### config.mk
export PLATFORM = sky130hd
export DESIGN_NAME = i2f_iter
export DESIGN_NICKNAME = d
export VERILOG_FILES = /design/src/rtl/fp_pkg.sv /design/src/rtl/i2f_round.sv /design/src/rtl/i2f_iter.sv
export SDC_FILE = /design/constraint.sdc
export NUM_CORES = 1
export LEC_CHECK = 0
export BUFFER_PORTS_ARGS = -buffer_cell sky130_fd_sc_hd__buf_4
export CELL_PAD_IN_SITES_DETAIL_PLACEMENT = 0
export CELL_PAD_IN_SITES_GLOBAL_PLACEMENT = 1
export CORE_AREA = 3 3 131 133
export CTS_BUF_LIST = sky130_fd_sc_hd__clkbuf_2
export DETAILED_ROUTE_END_ITERATION = 10
export DIE_AREA = 0 0 134 136
export PLACE_DENSITY = 0.57
export REMOVE_ABC_BUFFERS = 1
export SLEW_MARGIN = 10
export SYNTH_ARGS = -nofsm -noshare
export SYNTH_HDL_FRONTEND = slang
export SYNTH_SLANG_ARGS = --single-unit
### constraint.sdc
create_clock -name clk -period 2.65 [get_ports clk]
set_input_delay 0.53 -clock clk [delete_from_list [all_inputs] [get_ports clk]]
set_output_delay 0.53 -clock clk [all_outputs]
set_load 0.01 [all_outputs]
### src/rtl/fp_pkg.sv
// Shared FP32 constants, rounding-mode encodings and the integer-to-float FSM states.
`timescale 1ns/1ps
package fp_pkg;
  localparam logic [2:0] FRM_RNE = 3'b000;
  localparam logic [2:0] FRM_RTZ = 3'b001;
  localparam logic [2:0] FRM_RDN = 3'b010;
  localparam logic [2:0] FRM_RUP = 3'b011;
  localparam logic [2:0] FRM_RMM = 3'b100;

  localparam int         FP32_BIAS    = 127;
  // Exponent of a value whose leading one sits in bit 31 of the magnitude.
  localparam logic [7:0] I2F_EXP_BASE = 8'(FP32_BIAS + 31);

  typedef enum logic [1:0] {
    I2F_IDLE  = 2'd0,
    I2F_NORM  = 2'd1,
    I2F_ROUND = 2'd2,
    I2F_DONE  = 2'd3
  } i2f_state_e;
endpackage

### src/rtl/i2f_round.sv
// Combinational rounding stage: applies the rounding increment and packs the FP32 result.
`timescale 1ns/1ps
module i2f_round
  import fp_pkg::*;
(
  input  logic        i_sign,
  input  logic [7:0]  i_exp,
  input  logic [22:0] i_man,
  input  logic        i_g,
  input  logic        i_s,
  input  logic [2:0]  i_frm,
  output logic [31:0] o_d,
  output logic        o_nx
);
  logic        w_inc;
  logic [23:0] w_man_sum;
  logic [7:0]  w_exp;

  always_comb begin
    w_inc = 1'b0;
    case (i_frm)
      FRM_RNE: w_inc = i_g & (i_s | i_man[0]);
      FRM_RDN: w_inc = i_sign & (i_g | i_s);
      FRM_RUP: w_inc = ~i_sign & (i_g | i_s);
      FRM_RMM: w_inc = i_g;
      default: w_inc = 1'b0;  // RTZ and the reserved encodings truncate
    endcase
  end

  // A carry out of the mantissa leaves it all-zero and bumps the exponent.
  assign w_man_sum = {1'b0, i_man} + {23'd0, w_inc};
  assign w_exp     = i_exp + {7'd0, w_man_sum[23]};

  assign o_d  = {i_sign, w_exp, w_man_sum[22:0]};
  assign o_nx = i_g | i_s;
endmodule

### src/rtl/i2f_iter.sv
// Iterative 32-bit integer to FP32 converter (fcvt.s.w / fcvt.s.wu), one normalize step per cycle.
// Build option: define I2F_UNSIGNED_EN to honour is_unsigned; otherwise every operand is signed.
`timescale 1ns/1ps
module i2f_iter
  import fp_pkg::*;
(
  input  logic        clk,
  input  logic        rst_n,
  input  logic        in_valid,
  output logic        in_ready,
  input  logic [31:0] a,
  input  logic [2:0]  frm,
  input  logic        is_unsigned,
  output logic        out_valid,
  input  logic        out_ready,
  output logic [31:0] d,
  output logic        NX
);
  i2f_state_e  r_state;
  i2f_state_e  w_state_next;
  logic [31:0] r_mag;
  logic [4:0]  r_lz;
  logic        r_sign;
  logic [2:0]  r_frm;
  logic [31:0] r_d;
  logic        r_nx;

  logic        w_uns;
  logic        w_sign;
  logic [31:0] w_mag;
  logic        w_accept;
  logic [7:0]  w_exp;
  logic [31:0] w_round_d;
  logic        w_round_nx;

`ifdef I2F_UNSIGNED_EN
  assign w_uns = is_unsigned;
`else
  // The port stays for interface stability but has no effect in this build.
  assign w_uns = is_unsigned & 1'b0;
`endif

  assign w_sign   = ~w_uns & a[31];
  assign w_mag    = w_sign ? (~a + 32'd1) : a;
  assign w_accept = in_valid & (r_state == I2F_IDLE);

  always_ff @(posedge clk) begin
    if (!rst_n) r_state <= I2F_IDLE;
    else        r_state <= w_state_next;
  end

  always_comb begin
    w_state_next = r_state;
    case (r_state)
      I2F_IDLE:  if (in_valid) w_state_next = (a == 32'd0) ? I2F_DONE : I2F_NORM;
      I2F_NORM:  if (r_mag[31]) w_state_next = I2F_ROUND;
      I2F_ROUND: w_state_next = I2F_DONE;
      I2F_DONE:  if (out_ready) w_state_next = I2F_IDLE;
      default:   w_state_next = I2F_IDLE;
    endcase
  end

  always_comb begin
    in_ready  = (r_state == I2F_IDLE);
    out_valid = (r_state == I2F_DONE);
  end

  always_ff @(posedge clk) begin
    if (!rst_n) begin
      r_mag  <= 32'd0;
      r_lz   <= 5'd0;
      r_sign <= 1'b0;
      r_frm  <= FRM_RNE;
      r_d    <= 32'd0;
      r_nx   <= 1'b0;
    end else begin
      case (r_state)
        I2F_IDLE: begin
          if (w_accept) begin
            r_mag  <= w_mag;
            r_lz   <= 5'd0;
            r_sign <= w_sign;
            r_frm  <= frm;
            // A zero operand skips straight to DONE, so its result is loaded here.
            if (a == 32'd0) begin
              r_d  <= 32'd0;
              r_nx <= 1'b0;
            end
          end
        end
        I2F_NORM: begin
          if (!r_mag[31]) begin
            r_mag <= r_mag << 1;
            r_lz  <= r_lz + 5'd1;
          end
        end
        I2F_ROUND: begin
          r_d  <= w_round_d;
          r_nx <= w_round_nx;
        end
        default: ;
      endcase
    end
  end

  assign w_exp = I2F_EXP_BASE - {3'd0, r_lz};

  i2f_round u_round (
    .i_sign (r_sign),
    .i_exp  (w_exp),
    .i_man  (r_mag[30:8]),
    .i_g    (r_mag[7]),
    .i_s    (|r_mag[6:0]),
    .i_frm  (r_frm),
    .o_d    (w_round_d),
    .o_nx   (w_round_nx)
  );

  assign d  = r_d;
  assign NX = r_nx;
endmodule

### Word level (Yosys, flattened, before mapping)

Index checks and enable logic that the tools add are counted.
W data, S select, Z words.

* bits in registers: 76
* input bits: 40

* add/subtract/negate cells: 5
* eq/ne operators: 12
* muxes and demuxes: 19
* bitwise logic cells: 8
* reduce and logical (&&, ||, !) cells: 11

Operators by type and width (count)
* $mux W32: 5
* $pmux W32 S2: 2
* $add A32 B1 Y32 const B: 1
* $logic_not A32 Y1: 1
* $not A32 Y32: 1
* $add A23 B1 Y24: 1
* $mux W5: 2
* $pmux W5 S2: 1
* $reduce_and A3 Y1: 3
* $add A8 B1 Y8: 1
* $mux W2: 4
* $pmux W2 S4: 1
* $sub A8 B5 Y8 const A: 1
* $reduce_or A7 Y1: 1
* $eq A3 B2 Y1 const B: 2
* $ne A2 B1 Y1 const B: 3
* $ne A2 B2 Y1 const B: 3
* $add A5 B1 Y5 const B: 1
* $and A1 B1 Y1: 4
* $eq A2 B2 Y1 const B: 2
* $pmux W1 S4: 1
* $reduce_and A2 Y1: 2
* $reduce_bool A2 Y1: 2
* $eq A3 B3 Y1 const B: 1
* other kinds (7): 9

### Depth between registers and ports, before layout

* depth in word-level cells: 7
* depth in mapped cells: 15

### Cells and area by module

Synthesis repeated with hierarchy kept, for this count alone.

* cell total of the unflattened synthesis: 651
* area, all modules: 5121.2 µm²

Modules (own cells, without submodules)
* i2f_iter: instances 1, cells each 564, area an instance 4504.3 µm², sequential area each 1521.5 µm²
* i2f_round: instances 1, cells each 87, area an instance 616.8 µm², sequential area each 0.0 µm²

### Worst setup path after synthesis

OpenSTA, ideal clock, no wires.

* path kind: reg-to-reg
* start: register r_mag[0]
* end: register r_d[26], in the netlist d[26]
* library setup time: 70 ps
* arrival: 2818 ps
* data required time: 2580 ps
* slack: -239 ps
* stages on the path, launching flop included: 16
* cells stage by stage: dfxtp_1 nor3_1 nand2_1 nor2_1 nor3b_1 a21oi_1 o21ai_0 ha_1 nand3_1 nor4b_1 nand4_1 ha_1 nand3_1 xor2_1 nand3_1 a21oi_1

* cells in the longest elaborated chain, start to end: 7

RTL lines
* start, declared: line i2f_iter.sv:21 `logic [31:0] r_mag;`
* start signal, assigned: line i2f_iter.sv:80 `r_mag <= w_mag;`
* start signal, assigned: line i2f_iter.sv:93 `r_mag <= r_mag << 1;`
* $reduce_or A7 Y1 *: line i2f_iter.sv:113 `.i_s (|r_mag[6:0]),`
* $or A1 B1 Y1 (on tied branches): line i2f_round.sv:23, i2f_round.sv:24, i2f_round.sv:22
* $and A1 B1 Y1 (on tied branches): line i2f_round.sv:24, i2f_round.sv:22, i2f_round.sv:23
* $pmux W1 S4 *: line i2f_round.sv:21 `case (i_frm)`
* $add A23 B1 Y24 *: line i2f_round.sv:31 `assign w_man_sum = {1'b0, i_man} + {23'd0, w_inc};`
* $add A8 B1 Y8 *: line i2f_round.sv:32 `assign w_exp = i_exp + {7'd0, w_man_sum[23]};`
* $pmux W32 S2 *: line i2f_iter.sv:77 `case (r_state)`
* end signal, assigned: line i2f_iter.sv:98 `r_d <= w_round_d;`
* end, declared: line i2f_iter.sv:25 `logic [31:0] r_d;`

Every way passes the cells marked *; elsewhere a longest branch is shown, timed or not.
A chain may end at the register's enable or synchronous reset.

### Worst setup path in the final report

* start: register r_mag[3]
* end: register r_d[28], in the netlist d[28]

Same word-level chain as after synthesis.

==> reports/metrics.yaml <==
run_status:
  status: "complete, no violations"
pwr:
  pwr-share-clk_pct: 13.7
  p_switching_mw: 2.01
  swShare_pct: 42.6
  p_seq_share_pct: 36.3
  p_leak_nw: 2.27
  p_per_area_nw_per_um2: 796
  ir_drop_mv: 0.387
  combPwrFrac_pct: 50.0
  power_mw: 4.71
  p_int_mw: 2.70
synth:
  ys_types: 55
  ys_ff_latch: 76
  ys_seq_area_share_pct: 34.2
  ys_async_sr_fraction_pct: 0
  synth_ff_type: "dfxtp_1"
  netlist_area_um2: 4450
  syn_area_per_cell_um2: 7.81
  yosys_warnings: 0
  syn_inst: 570
  synth_edf_count: 0
sta:
  whs_ns: 0.213
  tightestPinTransition_ns: 0.806
  fmax_ghz: 0.378
  finClkSkew_ns: 0.0637
  rsz0062_at_grt: "yes"
  finalCritPeriodShare_pct: 99.7
  finalMaxSlewViolations: 0
  slew_headroom_pct: 46.1
  hold_viol_final: 0
  setup_viol_count_final: 0
  fin_crit_ns: 2.64
clocking:
  htree_levels: 3
  cts_root_buf: "clkbuf_2"
  cts_tree: "done"
  clkLatencyLatePin_ns: 0.57
  clk_pin_slew_worst_paths_ns: 0.21
  numCtsBuffers: 9
  cts.path.max_buffers: 2
  cts.sinks: 76
finish:
  final_common_cell: "buf_4"
  layout-drive-gt1-share_pct: 29.2
  syn_to_final_growth_pct: 33.0
  fin_area_um2: 5920
  layout_common_cells: "buf_4 (141), dfxtp_1 (72), nand2_1 (67)"
  fin_nets: 731
  antenna_cells: 0
run:
  cap_violations: 0
min_path:
  hold_class: "input port to flip-flop"
worst_setup_path:
  criticalPathCategory: "flip-flop to flip-flop"
  worst_setup_path_end_kind: "flip-flop"
  slowest_stage: "or4b_4"
  worst_setup_path_start_kind: "flip-flop"
  crit_fanout: 2
  slowest_delay_ns: 0.51
  crit_required_ns: 3.15
  path_buf_inv: 0
  critPathTopFamily: "simple AND/OR/NAND/NOR gates"
  crit_arrival_ns: 3.14
  crit_chain: "nor4_4 > nand2_2 > nor2_4 > nor3b_2 > a21oi_1 > o21ai_1 > ha_2 > nand3_2 > nor4b_2 > nand4_1 > ha_2 > nand2_2 > or4b_4 > a21oi_2"
placed_design:
  port_buffers: 73
  placed_area_um2: 5590
  place_hpwl_um: 10700
  gp_congestion: 0.807
floorplan:
  die_area_um2: 18200
  ios: 75
  core_um2: 15900
  start_util_pct: 27.9
  die_y_um: 136
  die_x_um: 134
  rows: 46
routing:
  avgViaCountPerCell: 5.02
  via_count: 4532
  drc: 0
  ant_nets: 0
  drt_iter0_drc: 301
  drt_first_pass_iters: 5
  wirelength_um: 14500
  routedWlPerCell_um: 16.1
global_routing:
  grt_max_degree: 37
  grt_first_pass_wirelength_um: 23500
  antenna_found_initial: 0
  grt_pass1_vias: 4504
  grt.total_usage_pct: 16.1
  grt.overflow.total: 0
-- metrics by stage --
stage	TNS [ns]	cells	setup slack, ns	util (%)
floorplan	-14.78	525	-0.657	-
finish	0	902	0.00790	37.1
CTS	-0.218	901	-0.0854	36.7
detailed placement	-2.69	874	-0.212	35.0
global placement	-1.68	874	-0.187	35.0
global route	-2.08	902	-0.209	37.1
-- cells by family (layout without fill, tap and decap cells) --
group,after synthesis,in the layout,share of synthesized area (%)
and+or+nand+nor,225,225,26.1
DFF,76,76,34.2
AOI/OAI and AO/OA,149,149,21.3
adders and majority gates,10,10,2.81
xor gates and xnor gates,51,51,10.0
buffers and inverters,56,172,4.84
muxes,3,3,0.675
-- area by class of cell --
type                            count  area, um2
Timing Repair Buffer              145       1130
Sequential cell                    76       1530
Clock inverter                      5       52.6
Tap cell                          216        270
Fill cell                        1714      10000
Inverter                           11       41.3
Clock buffer                       11       55.1
Multi-Input combinational cell    438       2840
-- registers in the layout, summed over array words and instances, names as in the netlist --
signal / cells
d: 32
r_mag: 32
r_lz: 5
r_frm: 3
r_state: 2
NX: 1
r_sign: 1
-- worst paths after layout --
| kind | slack [ns] | to | cells after the start | startpoint |
|---|---|---|---|---|
| max | 0.008 | d[28] | 14 | r_mag[3] |
| min | 0.21 | r_frm[2] | 3 | frm[2] |
| max reg2reg | 0.008 | d[28] | 14 | r_mag[3] |
| min reg2reg | 0.47 | d[18] | 2 | d[18] |
-- tightest hold or removal path: stages --
cell	delay [ns]
buf_4	0.11
nand3_1	0.05
a21oi_1	0.05
-- cell usage after synthesis, drive strengths merged, types with 7 or more instances --
library cell,number,area share (%)
dfxtp,76,34
nand2,70,5.9
a21oi,64,7.3
nand3,52,5.8
clkbuf,34,2.9
xnor2,28,5.5
nor2,27,2.3
xor2,23,4.5
o21ai,21,2.4
nor3,13,1.5
buf,11,1.0
inv,11,0.93
o31ai,11,1.9
ha,10,2.8
nand4,10,1.4
o211ai,10,1.7
or3,8,1.3
nand2b,7,0.98
o41ai,7,1.4
-- power groups by stage --
stage / clock network (mW) / registers [mW] / logic [mW]
2_1_floorplan: 0 / 1.65 / 1.15
3_3_place_gp: 0 / 1.68 / 2.04
3_5_place_dp: 0 / 1.69 / 2.06
4_1_cts: 0.668 / 1.69 / 2.29
5_1_grt: 0.711 / 1.75 / 2.61
6_report: 0.645 / 1.71 / 2.36
-- metal layers --
layer	share of wire, %	global-route usage [%]	vias to the layer above
met5	0	0	-
met2	45	26.0	105
li1	-	-	2290
met4	1.9	4.74	0
met1	49	22.0	2117
met3	4.5	3.22	20
-- repair_timing --
| action | 4_1_cts | 5_1_grt |
|---|---|---|
| resized for setup | 21 | 13 |
| cloned | 0 | 0 |
| buffers inserted | 11 | 1 |
| pin swaps | 10 | 15 |
| endpoints found under the setup margin | 18 | 18 |
| hold buffers | 0 | 0 |
No activity file was read; power rests on OpenSTA's default activity.
